<file path="config.mk">
export PLATFORM = sky130hd
export DESIGN_NAME = lcd_timing_gen_p
export DESIGN_NICKNAME = d
export VERILOG_FILES = /design/src/rtl/lcd_timing_gen_p.sv
export SDC_FILE = /design/constraint.sdc
export NUM_CORES = 1
export LEC_CHECK = 0
export CAP_MARGIN = 20
export CORE_MARGIN = 2
export CORE_UTILIZATION = 46
export CTS_BUF_LIST = sky130_fd_sc_hd__clkbuf_16
export DETAILED_ROUTE_END_ITERATION = 16
export PLACE_DENSITY = 0.69
export SYNTH_ARGS = -nofsm -noshare
export SYNTH_HDL_FRONTEND = slang
export SYNTH_SLANG_ARGS = --single-unit
export TNS_END_PERCENT = 10
</file>
<file path="constraint.sdc">
create_clock -name clk -period 2.8 [get_ports clk]
set_clock_uncertainty 0.05 [all_clocks]
set_input_delay 0.7 -clock clk [delete_from_list [all_inputs] [get_ports clk]]
set_output_delay 0.7 -clock clk [all_outputs]
set_load 0.02 [all_outputs]
</file>
<file path="src/rtl/lcd_timing_gen_p.sv">
// Parametrised LCD panel timing generator: HSYNC/VSYNC/DE, active-area
// coordinates, line-prefetch request and frame counter, all registered.
module lcd_timing_gen_p #(
    parameter int   H_ACTIVE = 800,
    parameter int   H_FRONT  = 210,
    parameter int   H_SYNC   = 1,
    parameter int   H_BACK   = 45,
    parameter int   V_ACTIVE = 480,
    parameter int   V_FRONT  = 22,
    parameter int   V_SYNC   = 1,
    parameter int   V_BACK   = 22,
    parameter logic HS_POL   = 1'b0,
    parameter logic VS_POL   = 1'b0,
    parameter int   PREFETCH = 16,
    localparam int  H_TOTAL  = H_SYNC + H_BACK + H_ACTIVE + H_FRONT,
    localparam int  V_TOTAL  = V_SYNC + V_BACK + V_ACTIVE + V_FRONT,
    localparam int  XW       = $clog2(H_ACTIVE),
    localparam int  YW       = $clog2(V_ACTIVE)
) (
    input  logic          clk,
    input  logic          rst,
    input  logic          en,
    output logic          hd,
    output logic          vd,
    output logic          den,
    output logic [XW-1:0] x,
    output logic [YW-1:0] y,
    output logic          frame_start,
    output logic          line_req,
    output logic [YW-1:0] line_req_y,
    output logic [15:0]   frame_cnt
);

    // One extra bit of headroom so region end points equal to the total still fit.
    localparam int HW = $clog2(H_TOTAL + 1);
    localparam int VW = $clog2(V_TOTAL + 1);

    localparam logic [HW-1:0] HS_END = HW'(H_SYNC);
    localparam logic [HW-1:0] HA0    = HW'(H_SYNC + H_BACK);
    localparam logic [HW-1:0] HA_END = HW'(H_SYNC + H_BACK + H_ACTIVE);
    localparam logic [HW-1:0] H_LAST = HW'(H_TOTAL - 1);
    localparam logic [HW-1:0] H_REQ  = HW'(H_TOTAL - PREFETCH);
    localparam logic [VW-1:0] VS_END = VW'(V_SYNC);
    localparam logic [VW-1:0] VA0    = VW'(V_SYNC + V_BACK);
    localparam logic [VW-1:0] VA_END = VW'(V_SYNC + V_BACK + V_ACTIVE);
    localparam logic [VW-1:0] V_LAST = VW'(V_TOTAL - 1);

    logic [HW-1:0] hc_q, hc_d;
    logic [VW-1:0] vc_q, vc_d;
    logic          hd_q, hd_d;
    logic          vd_q, vd_d;
    logic          den_q, den_d;
    logic [XW-1:0] x_q, x_d;
    logic [YW-1:0] y_q, y_d;
    logic          frame_start_q, frame_start_d;
    logic          line_req_q, line_req_d;
    logic [YW-1:0] line_req_y_q, line_req_y_d;
    logic [15:0]   frame_cnt_q, frame_cnt_d;

    logic          h_act_s, v_act_s, vn_act_s, hc_wrap_s, frame_top_s, req_hit_s;
    logic [HW-1:0] hc_nxt_s, hc_off_s;
    logic [VW-1:0] vc_nxt_s, vc_off_s, vn_off_s;

    // Region decode of the current counters and next-state computation.
    always_comb begin
        h_act_s     = (hc_q >= HA0) && (hc_q < HA_END);
        v_act_s     = (vc_q >= VA0) && (vc_q < VA_END);
        hc_wrap_s   = (hc_q == H_LAST);
        hc_nxt_s    = hc_wrap_s ? {HW{1'b0}} : hc_q + HW'(1);
        vc_nxt_s    = (vc_q == V_LAST) ? {VW{1'b0}} : vc_q + VW'(1);
        vn_act_s    = (vc_nxt_s >= VA0) && (vc_nxt_s < VA_END);
        hc_off_s    = hc_q - HA0;
        vc_off_s    = vc_q - VA0;
        vn_off_s    = vc_nxt_s - VA0;
        frame_top_s = (hc_q == {HW{1'b0}}) && (vc_q == {VW{1'b0}});
        req_hit_s   = (hc_q == H_REQ) && vn_act_s;

        if (en) begin
            hc_d          = hc_nxt_s;
            vc_d          = hc_wrap_s ? vc_nxt_s : vc_q;
            hd_d          = (hc_q < HS_END) ? HS_POL : ~HS_POL;
            vd_d          = (vc_q < VS_END) ? VS_POL : ~VS_POL;
            den_d         = h_act_s && v_act_s;
            x_d           = (h_act_s && v_act_s) ? hc_off_s[XW-1:0] : {XW{1'b0}};
            y_d           = (h_act_s && v_act_s) ? vc_off_s[YW-1:0] : {YW{1'b0}};
            frame_start_d = frame_top_s;
            line_req_d    = req_hit_s;
            line_req_y_d  = req_hit_s ? vn_off_s[YW-1:0] : {YW{1'b0}};
            frame_cnt_d   = frame_top_s ? frame_cnt_q + 16'd1 : frame_cnt_q;
        end else begin
            // Paused: levels hold, one-cycle pulses must not repeat.
            hc_d          = hc_q;
            vc_d          = vc_q;
            hd_d          = hd_q;
            vd_d          = vd_q;
            den_d         = den_q;
            x_d           = x_q;
            y_d           = y_q;
            frame_start_d = 1'b0;
            line_req_d    = 1'b0;
            line_req_y_d  = {YW{1'b0}};
            frame_cnt_d   = frame_cnt_q;
        end
    end

    // State and output registers.
    always_ff @(posedge clk or posedge rst) begin
        if (rst) begin
            hc_q          <= {HW{1'b0}};
            vc_q          <= {VW{1'b0}};
            hd_q          <= ~HS_POL;
            vd_q          <= ~VS_POL;
            den_q         <= 1'b0;
            x_q           <= {XW{1'b0}};
            y_q           <= {YW{1'b0}};
            frame_start_q <= 1'b0;
            line_req_q    <= 1'b0;
            line_req_y_q  <= {YW{1'b0}};
            frame_cnt_q   <= 16'd0;
        end else begin
            hc_q          <= hc_d;
            vc_q          <= vc_d;
            hd_q          <= hd_d;
            vd_q          <= vd_d;
            den_q         <= den_d;
            x_q           <= x_d;
            y_q           <= y_d;
            frame_start_q <= frame_start_d;
            line_req_q    <= line_req_d;
            line_req_y_q  <= line_req_y_d;
            frame_cnt_q   <= frame_cnt_d;
        end
    end

    assign hd          = hd_q;
    assign vd          = vd_q;
    assign den         = den_q;
    assign x           = x_q;
    assign y           = y_q;
    assign frame_start = frame_start_q;
    assign line_req    = line_req_q;
    assign line_req_y  = line_req_y_q;
    assign frame_cnt   = frame_cnt_q;

endmodule

</file>
==> implementation parameters <==
Parameter                              Value

Outcome
  Status    completed

Power
  Psw    685 uW
  Internal cell power    1.77 mW
  Clock group share of total power    42.8%
  Sequential fraction of design power    46.4%
  Switching Share    28.0%
  Worst IR drop on VDD    0.331 mV
  Leakage    2.06 nW
  Pwr/cell area    517 mW/mm^2
  Comb pwr share    10.7%
  Total design power    2.45 mW

Global routing
  Total global routing track utilization    21.5%
  Vias in the first global route    3001
  Number of antenna violations at the first check in global routing    0
  Pin count of the biggest net entering global routing    39
  First-pass GRT wire length    14900 um
  Total overflow reported by the global router    0

CTS
  Maximum clock path buffer count    2
  Clk sinks    70
  Number of buffers inserted during clock tree synthesis    9
  # H-tree levels    3
  Clock-pin slew of the registers on the worst-case setup and hold paths    0.06 ns
  Root buffer selected by CTS    sky130_fd_sc_hd__clkbuf_16
  Worst-Skew Late Latency    0.33 ns
  Clock tree from TritonCTS    done

Place
  Half-perimeter wire length of the detailed placement result    6230 um
  Number of buffers added on ports    51
  Last weighted congestion value of the routability-driven placer    0.913
  Placed Instance Area    0.00447 sq mm

Synthesis
  Post-Synthesis Cell Area    0.00381 sq mm
  Nets in the synthesized netlist    410
  Count of synthesis-stage warnings from yosys    0
  Top cell type by total area after synthesis    sky130_fd_sc_hd__dfrtp_1
  Cells after Synth    396
  Post-synth ARST share    100%
  Leading cell types by total area after synthesis    sky130_fd_sc_hd__dfrtp_1 (45%), sky130_fd_sc_hd__xnor2_1 (8.0%), sky130_fd_sc_hd__xor2_1 (4.1%), sky130_fd_sc_hd__ha_1 (3.6%), sky130_fd_sc_hd__o22ai_1 (3.6%)
  Average instance area after synthesis    9.63 sq um
  EDFF count, synth    0
  Share of Yosys cell area claimed by the top area cell type    44.6%
  Sequential area share after synthesis    46.0%
  Most common flop cell mapped by yosys    sky130_fd_sc_hd__dfrtp_1
  Number of register bits inferred by synthesis    70
  Unique cell type count in the Yosys netlist    58

Drt
  DR DRC count    0
  Detail-routed via count per cell    5.45
  Violation count after the first detailed-route iteration    170
  Vias after detailed routing    3050
  Number of search-and-repair iterations in the first detailed-routing pass    4
  Post-detailed-route wirelength per cell    16.0 um
  Number of routed nets with antenna violations    0
  Total routed wirelength    8970 um

Floorplanning
  Initial standard-cell utilization of the core    46.9%
  Width of the die    95.0 um
  Core outline area    0.00813 sq mm
  Floorplan die height    95.0 um
  Number of rows created at floorplan    33
  Overall die area    0.00903 sq mm
  I/O pin total    52

Finish
  Leading cell type in the layout, fill and taps excluded    sky130_fd_sc_hd__dfrtp_1
  Fill cells    705
  Antenna cells    0
  Post-Layout Inst Area    0.00475 sq mm
  Layout cell share with drive strength beyond 1    11.4%
  Nets@finish    464
  Highest-count cells in the layout ignoring fill and taps    sky130_fd_sc_hd__dfrtp_1 (68), sky130_fd_sc_hd__clkdlybuf4s50_1 (51), sky130_fd_sc_hd__xnor2_1 (35)
  Layout overhead on the synthesized area    24.5%

Setup path
  Critical Path Source Type    register
  Arrival @ worst endpoint    2.71 ns
  Cells on worst reg2reg path    8
  Critical path fanouts, max    7
  Setup slack on the worst flop-to-flop path    0.24 ns
  Capture point of the worst reg-to-reg path    y[0]$_DFFE_PP0P_
  CP Data Required Time    2.95 ns
  Crit path capture type    register
  CP endpoint    y[0]$_DFFE_PP0P_
  Timing startpoint of the critical path    hc_q[1]$_DFFE_PP0P_
  Launch point of the worst reg-to-reg path    hc_q[1]$_DFFE_PP0P_
  Category of the critical setup timing path    register to register

Timing
  Worst slew margin relative to its limit    61.7%
  Aggregate negative setup slack    0 ns
  Unrepaired setup endpoints after global routing    false
  Final number of setup-violating endpoints    0
  Portion of the clock cycle consumed by the worst path in the final layout    91.4%
  Achievable Freq    0.391 GHz
  Actual transition at the worst max-transition pin    0.574 ns
  Max-slew violation count    0
  Final critical-path required period    2.56 ns
  Final hold viol count    0

Hold path
  Hold Path Origin    frame_cnt[15]$_DFFE_PP0P_
  Worst min-delay path class    register to register

Job
  Max-Cap Viols    0
## metal layers
metal  track usage [%]  vias to the layer above  routed length, um
li1                  -                     1467                  -
met2              34.2                       74               4350
met3              4.74                       12                343
met1              29.0                     1497               4140
met5                 0                        -                  0
met4              7.49                        0                128
## layout make-up
type | count | area (sq um) | share of cell area [%]
clock buffers | 9 | 225 | 4.75
flip-flops and latches | 70 | 1750 | 37.0
well taps | 105 | 131 | 2.77
repair buffers | 68 | 651 | 13.7
inverters | 34 | 128 | 2.69
multi-input cells | 267 | 1810 | 38.1
clock inverters | 7 | 48.8 | 1.03
## critical path, cell delays in order, from the launching register on
cell and delay [ns]:
sky130_fd_sc_hd__dfrtp_1 0.45, sky130_fd_sc_hd__ha_1 0.30, sky130_fd_sc_hd__a21oi_1 0.20, sky130_fd_sc_hd__nor2b_1 0.09, sky130_fd_sc_hd__or4_1 0.46, sky130_fd_sc_hd__a311oi_1 0.33
sky130_fd_sc_hd__a2111o_1 0.27, sky130_fd_sc_hd__buf_4 0.19, sky130_fd_sc_hd__o22ai_1 0.09
## sequential cells by signal, indices dropped and copies added, names as in the netlist
| signal | flops |
|---|---|
| frame_cnt | 16 |
| hc_q | 11 |
| vc_q | 10 |
| x | 10 |
| line_req_y | 9 |
| y | 9 |
| den | 1 |
| frame_start | 1 |
| hd | 1 |
| line_req | 1 |
| vd | 1 |
## per-stage QoR
step           worst slack [ns]  util [%]  hold WS (ns)  std cells
6_report                  0.240      58.3         0.420        560
5_1_grt                  0.0596      58.3         0.433        560
4_1_cts                   0.138      58.3         0.421        560
3_5_place_dp              0.169      54.9         0.410        544
3_3_place_gp              0.235      54.9         0.406        544
2_1_floorplan             0.285         -         0.463        396
## how the worst min path moves through the flow
stage                                endpoint  slack, ns  cells past startpoint
floorplan                    x[1]$_DFFE_PP0P_       0.46                      1
global route        frame_cnt[15]$_DFFE_PP0P_       0.43                      1
finish              frame_cnt[15]$_DFFE_PP0P_       0.42                      1
CTS                 frame_cnt[15]$_DFFE_PP0P_       0.42                      1
detailed placement  frame_cnt[15]$_DFFE_PP0P_       0.41                      1
global placement    frame_cnt[15]$_DFFE_PP0P_       0.41                      1
## cell families after synthesis
family / count (synthesis) / synth area share [%]
and+or+nand+nor: 138 / 19.4
DFF: 70 / 46.0
AOI/OAI and AO/OA: 64 / 11.9
buffers and inverters: 59 / 6.63
xor gates and xnor gates: 53 / 12.2
adders and majority gates: 11 / 3.61
muxes: 1 / 0.295
## repair_timing
item | 4_1_cts | 5_1_grt
hold buffers | 0 | 0
setup endpoints to repair | 0 | 9
gates resized for setup | 0 | 1
setup buffers | 0 | 0
## power groups by stage
stage	Clock [mW]	Sequential [mW]	Combinational, mW
6_report	1.05	1.14	0.263
2_1_floorplan	0	1.09	0.257
3_3_place_gp	0	1.15	0.253
4_1_cts	1.07	1.13	0.266
3_5_place_dp	0	1.15	0.257
5_1_grt	1.11	1.15	0.298
## cells in the mapped netlist, types with 3 or more instances
library cell               count
sky130_fd_sc_hd__a21oi_1       5
sky130_fd_sc_hd__and2_1        6
sky130_fd_sc_hd__xor2_1       18
sky130_fd_sc_hd__dfrtp_1      68
sky130_fd_sc_hd__nor3_1        6
sky130_fd_sc_hd__xnor2_1      35
sky130_fd_sc_hd__and3_1       13
sky130_fd_sc_hd__nor4_1        3
sky130_fd_sc_hd__nand3_1      15
sky130_fd_sc_hd__a211oi_1      3
sky130_fd_sc_hd__o31ai_1       5
sky130_fd_sc_hd__nor2_1       29
sky130_fd_sc_hd__nand4_1      11
sky130_fd_sc_hd__o22ai_1      22
sky130_fd_sc_hd__ha_1         11
sky130_fd_sc_hd__o21ai_0      11
sky130_fd_sc_hd__clkbuf_1      9
sky130_fd_sc_hd__buf_2        13
sky130_fd_sc_hd__nand2_1      33
sky130_fd_sc_hd__inv_1        34
(Power assumes the default switching activity.)
